### src/rtl/strip_placement_engine.sv
// strip_placement_engine
//
// Sequential strip allocator for multi-program placement. Keeps the occupied
// width of NUM_STRIPS strips and serves one program request at a time: scans
// all strips for the least-occupied one (lowest index wins ties), adds the
// requested width and reports a strike when the result would exceed STRIP_LEN.
// Requests that fit are committed to the chosen strip; strikes leave every
// strip untouched.
//
// Ports:
//   clk, rst        clock (rising edge) and asynchronous active-high reset
//   clear           synchronous: empty all strips, drop any request in flight
//   in_valid/ready  request handshake; width_in is latched on acceptance
//   out_valid/ready result handshake; result held stable until consumed
//   out_strike      1 = request does not fit, strips unchanged
//   out_strip_idx   chosen (least-occupied) strip
//   out_offset      occupancy of that strip before the request
//   out_new_width   out_offset + width, full precision
//   busy            engine is not idle
//   strike_count    (STRIKE_COUNTER_EN only) saturating count of strikes
//
// Configuration macro: STRIKE_COUNTER_EN adds the strike_count output and its
// counter. Without it the port and logic are absent; all else is identical.

module strip_placement_engine #(
  parameter int NUM_STRIPS = 4,
  parameter int STRIP_LEN  = 128,
  parameter int WIDTH_W    = 5,
  localparam int IDX_W     = $clog2(NUM_STRIPS),
  localparam int OCC_W     = $clog2(STRIP_LEN + 1)
) (
  input  logic               clk,
  input  logic               rst,
  input  logic               clear,
  input  logic               in_valid,
  output logic               in_ready,
  input  logic [WIDTH_W-1:0] width_in,
  output logic               out_valid,
  input  logic               out_ready,
  output logic               out_strike,
  output logic [IDX_W-1:0]   out_strip_idx,
  output logic [OCC_W-1:0]   out_offset,
  output logic [OCC_W:0]     out_new_width,
  output logic               busy
`ifdef STRIKE_COUNTER_EN
  ,
  output logic [15:0]        strike_count
`endif
);

  typedef enum logic [1:0] {
    S_IDLE,
    S_SCAN,
    S_DECIDE,
    S_RESP
  } state_t;

  localparam logic [IDX_W-1:0] LAST_IDX = IDX_W'(NUM_STRIPS - 1);
  localparam logic [OCC_W:0]   LIMIT    = (OCC_W + 1)'(STRIP_LEN);

  state_t               state;
  state_t               state_next;
  logic [OCC_W-1:0]     strips [NUM_STRIPS];
  logic [IDX_W-1:0]     scan_idx;
  logic [IDX_W-1:0]     min_idx;
  logic [OCC_W-1:0]     min_val;
  logic [WIDTH_W-1:0]   width_r;
  logic [OCC_W:0]       sum;
  logic                 strike;
  logic                 accept;

  // One extra bit on the sum so an overflowing placement is reported exactly
  // rather than wrapping back into range.
  assign sum    = {1'b0, min_val} + (OCC_W + 1)'(width_r);
  assign strike = (sum > LIMIT);
  assign accept = in_valid && in_ready;

  // State register.
  always_ff @(posedge clk or posedge rst) begin
    if (rst) begin
      state <= S_IDLE;
    end else begin
      state <= state_next;
    end
  end

  // Next state and handshake outputs. clear overrides every transition and
  // also blocks acceptance in the cycle it is asserted.
  always_comb begin
    state_next = state;
    in_ready   = 1'b0;
    out_valid  = 1'b0;
    busy       = (state != S_IDLE);
    if (state == S_IDLE) begin
      in_ready = !clear;
    end
    if (state == S_RESP) begin
      out_valid = 1'b1;
    end
    if (clear) begin
      state_next = S_IDLE;
    end else begin
      case (state)
        S_IDLE:   if (accept) state_next = S_SCAN;
        S_SCAN:   if (scan_idx == LAST_IDX) state_next = S_DECIDE;
        S_DECIDE: state_next = S_RESP;
        S_RESP:   if (out_ready) state_next = S_IDLE;
        default:  state_next = S_IDLE;
      endcase
    end
  end

  // Datapath: strip occupancy, running-minimum scan and result registers.
  // The first scanned strip always seeds the minimum; later strips replace it
  // only when strictly smaller so ties resolve to the lowest index. A clear in
  // the same cycle as DECIDE wins, which discards that commit.
  always_ff @(posedge clk or posedge rst) begin
    if (rst) begin
      for (int i = 0; i < NUM_STRIPS; i++) strips[i] <= '0;
      scan_idx      <= '0;
      min_idx       <= '0;
      min_val       <= '0;
      width_r       <= '0;
      out_strike    <= 1'b0;
      out_strip_idx <= '0;
      out_offset    <= '0;
      out_new_width <= '0;
    end else if (clear) begin
      for (int i = 0; i < NUM_STRIPS; i++) strips[i] <= '0;
      scan_idx <= '0;
    end else begin
      case (state)
        S_IDLE: begin
          if (accept) begin
            width_r  <= width_in;
            scan_idx <= '0;
          end
        end
        S_SCAN: begin
          if ((scan_idx == '0) || (strips[scan_idx] < min_val)) begin
            min_val <= strips[scan_idx];
            min_idx <= scan_idx;
          end
          scan_idx <= scan_idx + IDX_W'(1);
        end
        S_DECIDE: begin
          out_strike    <= strike;
          out_strip_idx <= min_idx;
          out_offset    <= min_val;
          out_new_width <= sum;
          if (!strike) begin
            strips[min_idx] <= sum[OCC_W-1:0];
          end
        end
        default: ;
      endcase
    end
  end

`ifdef STRIKE_COUNTER_EN
  // Saturating strike counter, advanced once per striking decision.
  always_ff @(posedge clk or posedge rst) begin
    if (rst) begin
      strike_count <= '0;
    end else if (clear) begin
      strike_count <= '0;
    end else if ((state == S_DECIDE) && strike && (strike_count != 16'hFFFF)) begin
      strike_count <= strike_count + 16'd1;
    end
  end
`endif

endmodule

### config.mk
export PLATFORM = sky130hd
export DESIGN_NAME = strip_placement_engine
export DESIGN_NICKNAME = d
export VERILOG_FILES = /design/src/rtl/strip_placement_engine.sv
export SDC_FILE = /design/constraint.sdc
export NUM_CORES = 1
export LEC_CHECK = 0
export BUFFER_PORTS_ARGS = -buffer_cell sky130_fd_sc_hd__buf_2
export CORE_AREA = 2 2 125 127
export DETAILED_ROUTE_END_ITERATION = 8
export DIE_AREA = 0 0 127 129
export MAX_ROUTING_LAYER = met4
export SETUP_SLACK_MARGIN = 0.05
export SYNTH_ARGS = -nofsm -noshare
export SYNTH_HDL_FRONTEND = slang
export SYNTH_SLANG_ARGS = --single-unit
### constraint.sdc
create_clock -name clk -period 4 [get_ports clk]
set_input_delay 0.6 -clock clk [delete_from_list [all_inputs] [get_ports clk]]
set_output_delay 0.6 -clock clk [all_outputs]
set_load 0.01 [all_outputs]
# After elaboration in Yosys (flattened, before gate mapping)

Cells that the tools add are included.

Register bits: 71
Output and inout port bits: 23
Word-level logic and storage cells: 65

Add/subtract/negate cells: 2
$lt $le $gt $ge: 5
Equal/unequal tests: 8
Muxes and demuxes: 19
Bitwise operators: 3
Reduce and logical (&&, ||, !) cells: 15

Operator list:

| operator                                                               | number |
|---|---|
| 32-bit 2-to-1 mux                                                      | 3 |
| 32-bit bitwise mux                                                     | 1 |
| 8-bit 2-to-1 mux                                                       | 3 |
| 8-bit binary-select mux with 2-bit select                              | 1 |
| 8-bit demux with 2-bit select                                          | 1 |
| 2-bit 2-to-1 mux                                                       | 6 |
| 8-bit by 5-bit adder with 9-bit output                                 | 1 |
| 9-bit by 8-bit > comparator with 1-bit output (second input constant)  | 1 |
| 3-bit inequality test (second input constant)                          | 3 |
| 3-bit AND reduction                                                    | 3 |
| 8-bit < comparator                                                     | 1 |
| 2-bit one-hot mux with 4 select lines                                  | 1 |
| 2-bit equality test (second input constant)                            | 3 |
| 3-bit >= comparator (second input constant)                            | 2 |
| 2-bit inverter with 3-bit output                                       | 2 |
| 2-bit AND reduction                                                    | 3 |
| 2-bit zero test                                                        | 2 |
| 2-bit one-hot mux with 2 select lines                                  | 1 |
| 2-bit nonzero test                                                     | 2 |
| 3-bit by 1-bit < comparator with 1-bit output (second input constant)  | 1 |
| 3-bit nonzero test                                                     | 1 |
| 2-bit by 1-bit adder with 2-bit output (second input constant)         | 1 |
| 2-bit by 1-bit equality test with 1-bit output (second input constant) | 1 |
| 1-bit logical AND                                                      | 2 |
| other kinds (5)                                                        | 6 |

# Depth between registers and ports, before layout

Gate-level depths: netlist of the first run.

Word-level depth: 9
Mapped depth: 9
Depth with buffers taken out: 8

# Worst setup path after synthesis of the first run

No wires, ideal clock.

Path kind: reg-to-reg
Start: register scan_idx[0]
End: register min_idx[0]
Arrival: 2.814 ns
Required time: 3.875 ns
Path slack: 1.061 ns
Stages on the path, launching flop included: 10
Period minus slack after synthesis: 2.939 ns
Path through: dfrtp_1 buf_1 mux4_2 ha_1 a21oi_1 nor2b_1 o21ai_0 a31oi_1 nor3_4 mux2_2

Word-level cells in the longest chain between the ends: 7
Elaborated cells between the ends (all ways): 8
Those cells by class: order compare (1); mux (3); bitwise (1); reduce/logical (3)

RTL lines:

| item                                                   | RTL line | text |
|---|---|---|
| start: declaration                                     | 64       | `logic [IDX_W-1:0] scan_idx;` |
| start signal: assignment                               | 144      | `scan_idx <= scan_idx + IDX_W'(1);` |
| 2-bit inverter with 3-bit output (not written as such) | 140      | `if ((scan_idx == '0) \|\| (strips[scan_idx] < min_val)) begin` |
| 8-bit binary-select mux with 2-bit select              | 140      |  |
| 8-bit 2-to-1 mux (not written as such) (2 in a row)    | 140      |  |
| 8-bit < comparator                                     | 140      |  |
| 1-bit logical OR                                       | 140      |  |
| 3-bit AND reduction (no source line)                   | -        |  |
| end signal: assignment                                 | 142      | `min_idx <= scan_idx;` |
| end: declaration                                       | 65       | `logic [IDX_W-1:0] min_idx;` |

Parallel ways exist; a longest one is shown, timed or not. The select of a mux whose other input is x is not followed.
A chain may end at the register's enable or synchronous reset.

# Worst setup path after layout of the first run

Start: register min_val[0]
End: register strips[5] in the netlist's numbering

Word-level cells in the longest chain between the ends: 5
Elaborated cells between the ends (all ways): 8
Those cells by class: add/sub (1); order compare (1); eq/ne (1); mux (4); reduce/logical (1)

RTL lines:

| item                                                                                                  | RTL line | text |
|---|---|---|
| start: declaration                                                                                    | 66       | `logic [OCC_W-1:0] min_val;` |
| start signal: assignment                                                                              | 141      | `min_val <= strips[scan_idx];` |
| 8-bit by 5-bit adder with 9-bit output (*)                                                            | 74       | `assign sum = {1'b0, min_val} + (OCC_W + 1)'(width_r);` |
| parallel branches: the longest is 4 deep, another holds 9-bit by 8-bit > comparator with 1-bit output | -        |  |
| end signal: indexed assignment                                                                        | 152      | `strips[min_idx] <= sum[OCC_W-1:0];` |
| end: declaration                                                                                      | 63       | `logic [OCC_W-1:0] strips [NUM_STRIPS];` |

Every way passes the cells marked *. The select of a mux whose other input is x is not followed.

==> results of run 1 <==
## sequential cells by signal, summed over array words and instances, names as in the netlist
register / count
out_offset: 8
strips: 32
out_new_width: 9
min_idx: 2
scan_idx: 2
width_r: 5
min_val: 8
state: 2
out_strip_idx: 2
out_strike: 1
## worst max path at each step
stage / endpoint / slack, ps / cells past startpoint
detailed placement: strips[5]$_DFFE_PP0P_ / 510 / 8
CTS: strips[5]$_DFFE_PP0P_ / 490 / 8
global placement: strips[4]$_DFFE_PP0P_ / 470 / 8
finish: strips[5]$_DFFE_PP0P_ / 510 / 8
floorplan: min_idx[0]$_DFFE_PP0P_ / 1060 / 9
global route: strips[4]$_DFFE_PP0P_ / 280 / 8
## routing by layer
layer	vias up	routed length, um
met5	-	0
met1	1366	4360
li1	1241	-
met2	57	4370
met4	0	129
met3	14	424
## cells in the mapped netlist, types with 4 or more instances
cell       instances
mux2i_1            6
nor2b_1            8
ha_1              18
xnor2_1            4
clkbuf_1           9
dfrtp_1           71
a21oi_1            8
o21ai_0           23
o2bb2ai_1          6
nand3_1            5
inv_1             18
nand2_1           30
mux2_2            23
a2bb2o_1          16
o211ai_1           4
nor2_1            17
nand2b_1          10
mux4_2             8
## logic make-up after synthesis
| kind of cell | Yosys count |
|---|---|
| AND/OR/NAND/NOR | 84 |
| AO/OA/AOI/OAI | 78 |
| flip-flops | 71 |
| multiplexers | 37 |
| buffers and inverters | 30 |
| adder cells (fa/ha/maj) | 19 |
| XOR/XNOR | 4 |
## cell type report
cell class | instances | area share [%]
inverters | 18 | 1.55
well taps | 188 | 5.41
clock buffers | 10 | 5.27
multi-input cells | 222 | 41.3
clock inverters | 6 | 1.04
repair buffers | 37 | 4.55
flip-flops and latches | 71 | 40.9
## worst max-delay path, delay by kind of cell (launching register included)
| kind | cells | cell delay (ps) |
|---|---|---|
| fa+ha+maj | 2 | 680 |
| xor+xnor | 1 | 590 |
| simple gates | 1 | 140 |
| compound gates | 2 | 830 |
| mux | 2 | 730 |
| flops | 1 | 400 |
## where the power goes
group | switching, uW | internal, uW | leakage, uW | total (uW)
clock network | 319 | 421 | 0.000125 | 740
registers | 120 | 843 | 0.000971 | 963
logic | 564 | 407 | 0.000971 | 971
## per-stage QoR
step           instance area, sq um  hold slack, ps  power [uW]  worst slack [ps]
2_1_floorplan                  3690             451        1630              1060
3_3_place_gp                   4070             457        1920               467
3_5_place_dp                   4070             466        1940               513
4_1_cts                        4350             479        2700               493
5_1_grt                        4350             484        2840               281
6_report                       4350             472        2670               511
==> impl_metrics.ini, run 1 <==
[status]
outcome = completed

[drt]
drt-vias-per-instance = 4.85
wl_per_cell_um = 16.8
dr_total_vias = 2678
totalWireLength_um = 9290
ant_nets = 0
drt_iter0_markers = 178
drc_errors = 0
drt-pass1-iter-count = 4

[critical_path]
crit_top_cell = mux2_2
critical_path_required_ps = 4230
reg2reg_depth = 8
crit_path_start_kind = flop
setup.worst_path.end_class = flop
r2r-end = strips[5]$_DFFE_PP0P_
rrSetupSlack_ps = 510
cp_max_fo = 8
startpoint = min_val[0]$_DFFE_PP0P_
cp.arrival_ps = 3720
path_cells = ha_1 -> fa_1 -> xnor2_1 -> nand3_1 -> mux2_2 -> a211oi_4 -> o21a_1 -> mux2_2
worst-setup-path-type = flop to flop
slowest_stage = xnor2_1
reg2reg_from = min_val[0]$_DFFE_PP0P_
cpPeakStageDelay_ps = 590

[finish]
fillCellCount = 1536
mostFrequentLayoutCells = dfrtp_1, buf_2, nand2_1
drive_gt1_share_pct = 25.5
diodes = 0
areaGrowthSynthToFinish_pct = 17.7
utilization_pct = 29.0
final_cells = 552
multi_input_area_sq_um = 1790
final_common_cell = dfrtp_1
nets = 388
ff_latch_area_sq_um = 1780

[placement]
dpl.hpwl_um = 6810
port_buffers = 32
gp_congestion = 0.871
place_inst = 536

[sta]
final-hold-violation-count = 0
drv_slew = 0
setup_tns_ps = 0
slew_headroom_pct = 26.4
finalClockSkew_ps = 8.89
finalSetupViolCount = 0
post-route-period-util_pct = 87.2
min_period_ps = 3490
worst_slew_pin_slew_ps = 1100
max_freq_mhz = 287
grt_setup_unrepaired = false

[cts]
cts-root-buf = clkbuf_16
ctsHoldBuffers = 0
cts_tree = yes
cts_buffer_depth = 2
htree_levels = 3
postCtsSetupBuffers = 0
cts_sinks = 71
postCtsResizedCells = 0
cts_made_buffers = 9
path_clk_slew_ps = 60
clk-insertion-delay-late_ps = 340

[grt]
top_usage_layer = met2
grt_use_met3_pct = 4.07
gr-usage-met1_pct = 15.8
first_global_vias = 2773
grt.met2_usage_pct = 19.2
grt_max_degree = 52
overflow = 0
grt_first_pass_wirelength_um = 15300
grt_antenna_before_repair = 0
grt_usage_pct = 12.5

[floorplan]
die_area_sq_um = 16400
ios = 33
die_x_um = 127
core_region_area_sq_um = 15000
num_rows = 45
initial_core_util_pct = 24.6
die_h_um = 129

[power]
power_leakage_uw = 0.00207
p_per_area_nw_per_um2 = 615
vdd_drop_max_mv = 0.219

[synth]
synth_top_family_by_area = compound AO/OA/AOI/OAI gates
synth.distinct_cells = 43
async_flop_share_pct = 100
synth_compound_area_share_pct = 16.1
ys_seq_area_share_pct = 48.1
syn_area_sq_um = 3690
yosysTopAreaCell = dfrtp_1
yosys.area_share.simple_pct = 11.4
syn-num-nets = 352
yosysWarnings = 0
syn_inst = 323
syn_avg_cell_area_sq_um = 11.4
synth_edf_count = 0
yosys.area.top_type_share_pct = 48.1
synth-xor-area-share_pct = 0.949
ys.flop_type = dfrtp_1
synth_adder_area_share_pct = 6.64
synthMuxAreaShare_pct = 13.5
synth_seq_cells = 71
ys_top_cells_by_area = dfrtp_1, mux2_2, ha_1, mux4_2, a2bb2o_1

[worst_hold_path]
hold_depth = 2
hp-start = out_new_width[0]$_DFFE_PP0P_
hold_path.class = flop to flop
min_to = out_new_width[0]$_DFFE_PP0P_

[flow_run]
drv_cap = 0
Power figures use the tool's default switching activity.
==> run 2, diff against run 1 <==
Settings changed: ABC_AREA set to 1, CORE_AREA 2 2 125 127 to 2 2 94 96, DIE_AREA 0 0 127 129 to 0 0 96 98.
==> impl_metrics.ini, run 2 <==
[grt]
grt_first_pass_wirelength_um = 15800
grt_antenna_before_repair = 0
overflow = 0
grt_max_degree = 47
first_global_vias = 3067
grt_usage_pct = 22.7

[synth]
syn_avg_cell_area_sq_um = 8.39
synthMuxAreaShare_pct = 1.51
ys_seq_area_share_pct = 47.7
synth_edf_count = 0
synth_seq_cells = 71
synth.distinct_cells = 30
ys_top_cells_by_area = dfrtp_1, nand2_1, nand3_1, ha_1, o21ai_0
ys.flop_type = dfrtp_1
synth-xor-area-share_pct = 0.672
yosysTopAreaCell = dfrtp_1
yosysWarnings = 0
synth_compound_area_share_pct = 7.32
syn_area_sq_um = 3720
yosysMostFrequentCell = nand2_1
yosys.area_share.simple_pct = 30.3
synth_common_cells = nand2_1, nand3_1, dfrtp_1, nor2_1, o21ai_0
syn_inst = 444
yosys.area.top_type_share_pct = 47.7
synth_top_family_by_area = simple AND/OR/NAND/NOR gates
syn-num-nets = 473
async_flop_share_pct = 100
synth_adder_area_share_pct = 6.58

[drt]
drt-vias-per-instance = 5.53
wl_per_cell_um = 16.2
drt-pass1-iter-count = 5
drc_errors = 0
ant_nets = 0
dr_total_vias = 3240
totalWireLength_um = 9510
drt_iter0_markers = 276

[placement]
dpl.hpwl_um = 6680
port_buffers = 32
gp_congestion = 0.864

[sta]
post-route-period-util_pct = 78.8
worst_slew_pin_slew_ps = 776
finalSetupViolCount = 0
drv_slew = 0
grt_setup_unrepaired = false
min_period_ps = 3150
finalClockSkew_ps = 8.58
slew_headroom_pct = 48.1
setup_tns_ps = 0
final-hold-violation-count = 0
max_freq_mhz = 317

[finish]
mostFrequentLayoutCells = nand2_1, nand3_1, dfrtp_1
top_regs = strips (32), out_new_width (9)
areaGrowthSynthToFinish_pct = 11.4
nets = 502
final_common_cell = nand2_1
drive_gt1_share_pct = 16.1
largest_reg_flops = 32
top_register = strips
diodes = 0

[power]
totalPowerFinal_uw = 3180
p_sw_uw = 1490
seqPwrFrac_pct = 33.3
vdd_drop_max_mv = 0.294
p_per_area_nw_per_um2 = 768
p_int_uw = 1690
pwr-share-comb_pct = 48.3
power_leakage_uw = 0.00221
clockPowerShare_pct = 18.4
power_switching_share_pct = 46.9

[floorplan]
die_x_um = 96
die_h_um = 98
core_region_area_sq_um = 8470
ios = 33
initial_core_util_pct = 44.0
die_area_sq_um = 9410
num_rows = 34

[cts]
postCtsSetupBuffers = 0
path_clk_slew_ps = 80
cts_buffer_depth = 2
cts_sinks = 71
cts-root-buf = clkbuf_8
ctsHoldBuffers = 0
cts_made_buffers = 9
postCtsResizedCells = 0
clk-insertion-delay-late_ps = 360
cts_tree = yes
htree_levels = 3

[critical_path]
crit_path_start_kind = flop
r2r-end = min_val[5]$_DFFE_PP0P_
cp_max_fo = 19
cp.arrival_ps = 3410
startpoint = scan_idx[0]$_DFFE_PP0P_
setup.worst_path.end_class = flop
critPathCapture = min_val[5]$_DFFE_PP0P_
reg2reg_depth = 12
reg2reg_from = scan_idx[0]$_DFFE_PP0P_
worst-setup-path-type = flop to flop
critical_path_required_ps = 4250
rrSetupSlack_ps = 850

[flow_run]
drv_cap = 0

[status]
outcome = completed

[worst_hold_path]
hold_path.class = input pin to async pin
## run 2: cell count changes after synthesis, sizes merged, moves of 7 or more
cell,delta
nand2b,-10
o22ai,+7
nor2b,-8
a2bb2o,-16
inv,+13
nand4,+13
mux2,-18
nor2,+18
mux4,-8
nand2,+88
nand3,+76
## run 2: worst max-delay path: stages, from the launching register on
cell and delay [ps]:
dfrtp_1 780, inv_2 310, o21ai_0 280, o22ai_1 150
ha_1 310, nand2_1 90, nor2_1 50, a211oi_1 240
nand2_1 100, nand2_1 310, nand2_2 240, nand2_1 120
nand2_1 50
## run 2: area by class of cell
class | count | area (sq um)
fillers | 819 | 4320
flip-flops and latches | 71 | 1780
multi-input cells | 322 | 1730
repair buffers | 35 | 183
well taps | 108 | 135
inverters | 34 | 128
clock buffers | 9 | 124
clock inverters | 7 | 72.6
## run 2: cell families after synthesis
logic type,after synthesis
AOI/OAI and AO/OA,48
xor gates and xnor gates,2
adders and majority gates,19
buffers and inverters,51
DFF,71
muxes,5
and+or+nand+nor,248
## run 2: power by group through the flow
stage	combinational (uW)	clock, uW	sequential (uW)
floorplan	1060	0	1040
global placement	1520	0	1070
detailed placement	1520	0	1070
CTS	1530	600	1060
global route	1740	634	1090
finish	1540	586	1060
## run 2: worst min-delay path by stage
stage	depth (start not counted)	from	endpoint	slack [ps]
floorplan	2	strips[10]$_DFFE_PP0P_	strips[10]$_DFFE_PP0P_	460
global placement	2	out_offset[0]$_DFFE_PP0P_	out_offset[0]$_DFFE_PP0P_	450
detailed placement	2	out_offset[3]$_DFFE_PP0P_	out_offset[3]$_DFFE_PP0P_	470
CTS	2	rst	out_new_width[2]$_DFFE_PP0P_	280
global route	2	rst	out_new_width[2]$_DFFE_PP0P_	320
finish	2	rst	width_r[3]$_DFFE_PP0P_	270
## run 2: through the flow
step | instances | setup slack (ps) | hold slack [ps] | area [sq um] | util, %
2_1_floorplan | 444 | 1600 | 463 | 3720 | -
3_3_place_gp | 570 | 797 | 454 | 3950 | 46.7
3_5_place_dp | 570 | 902 | 468 | 3950 | 46.7
4_1_cts | 586 | 856 | 279 | 4150 | 49.0
5_1_grt | 586 | 542 | 320 | 4150 | 49.0
6_report | 586 | 848 | 272 | 4150 | 49.0
## run 2: layer usage
layer | global-route usage (%) | part of all wire, %
met1 | 31.9 | 47
met4 | 9.23 | 1.8
met5 | - | 0
met2 | 32.2 | 45
met3 | 4.32 | 6.5
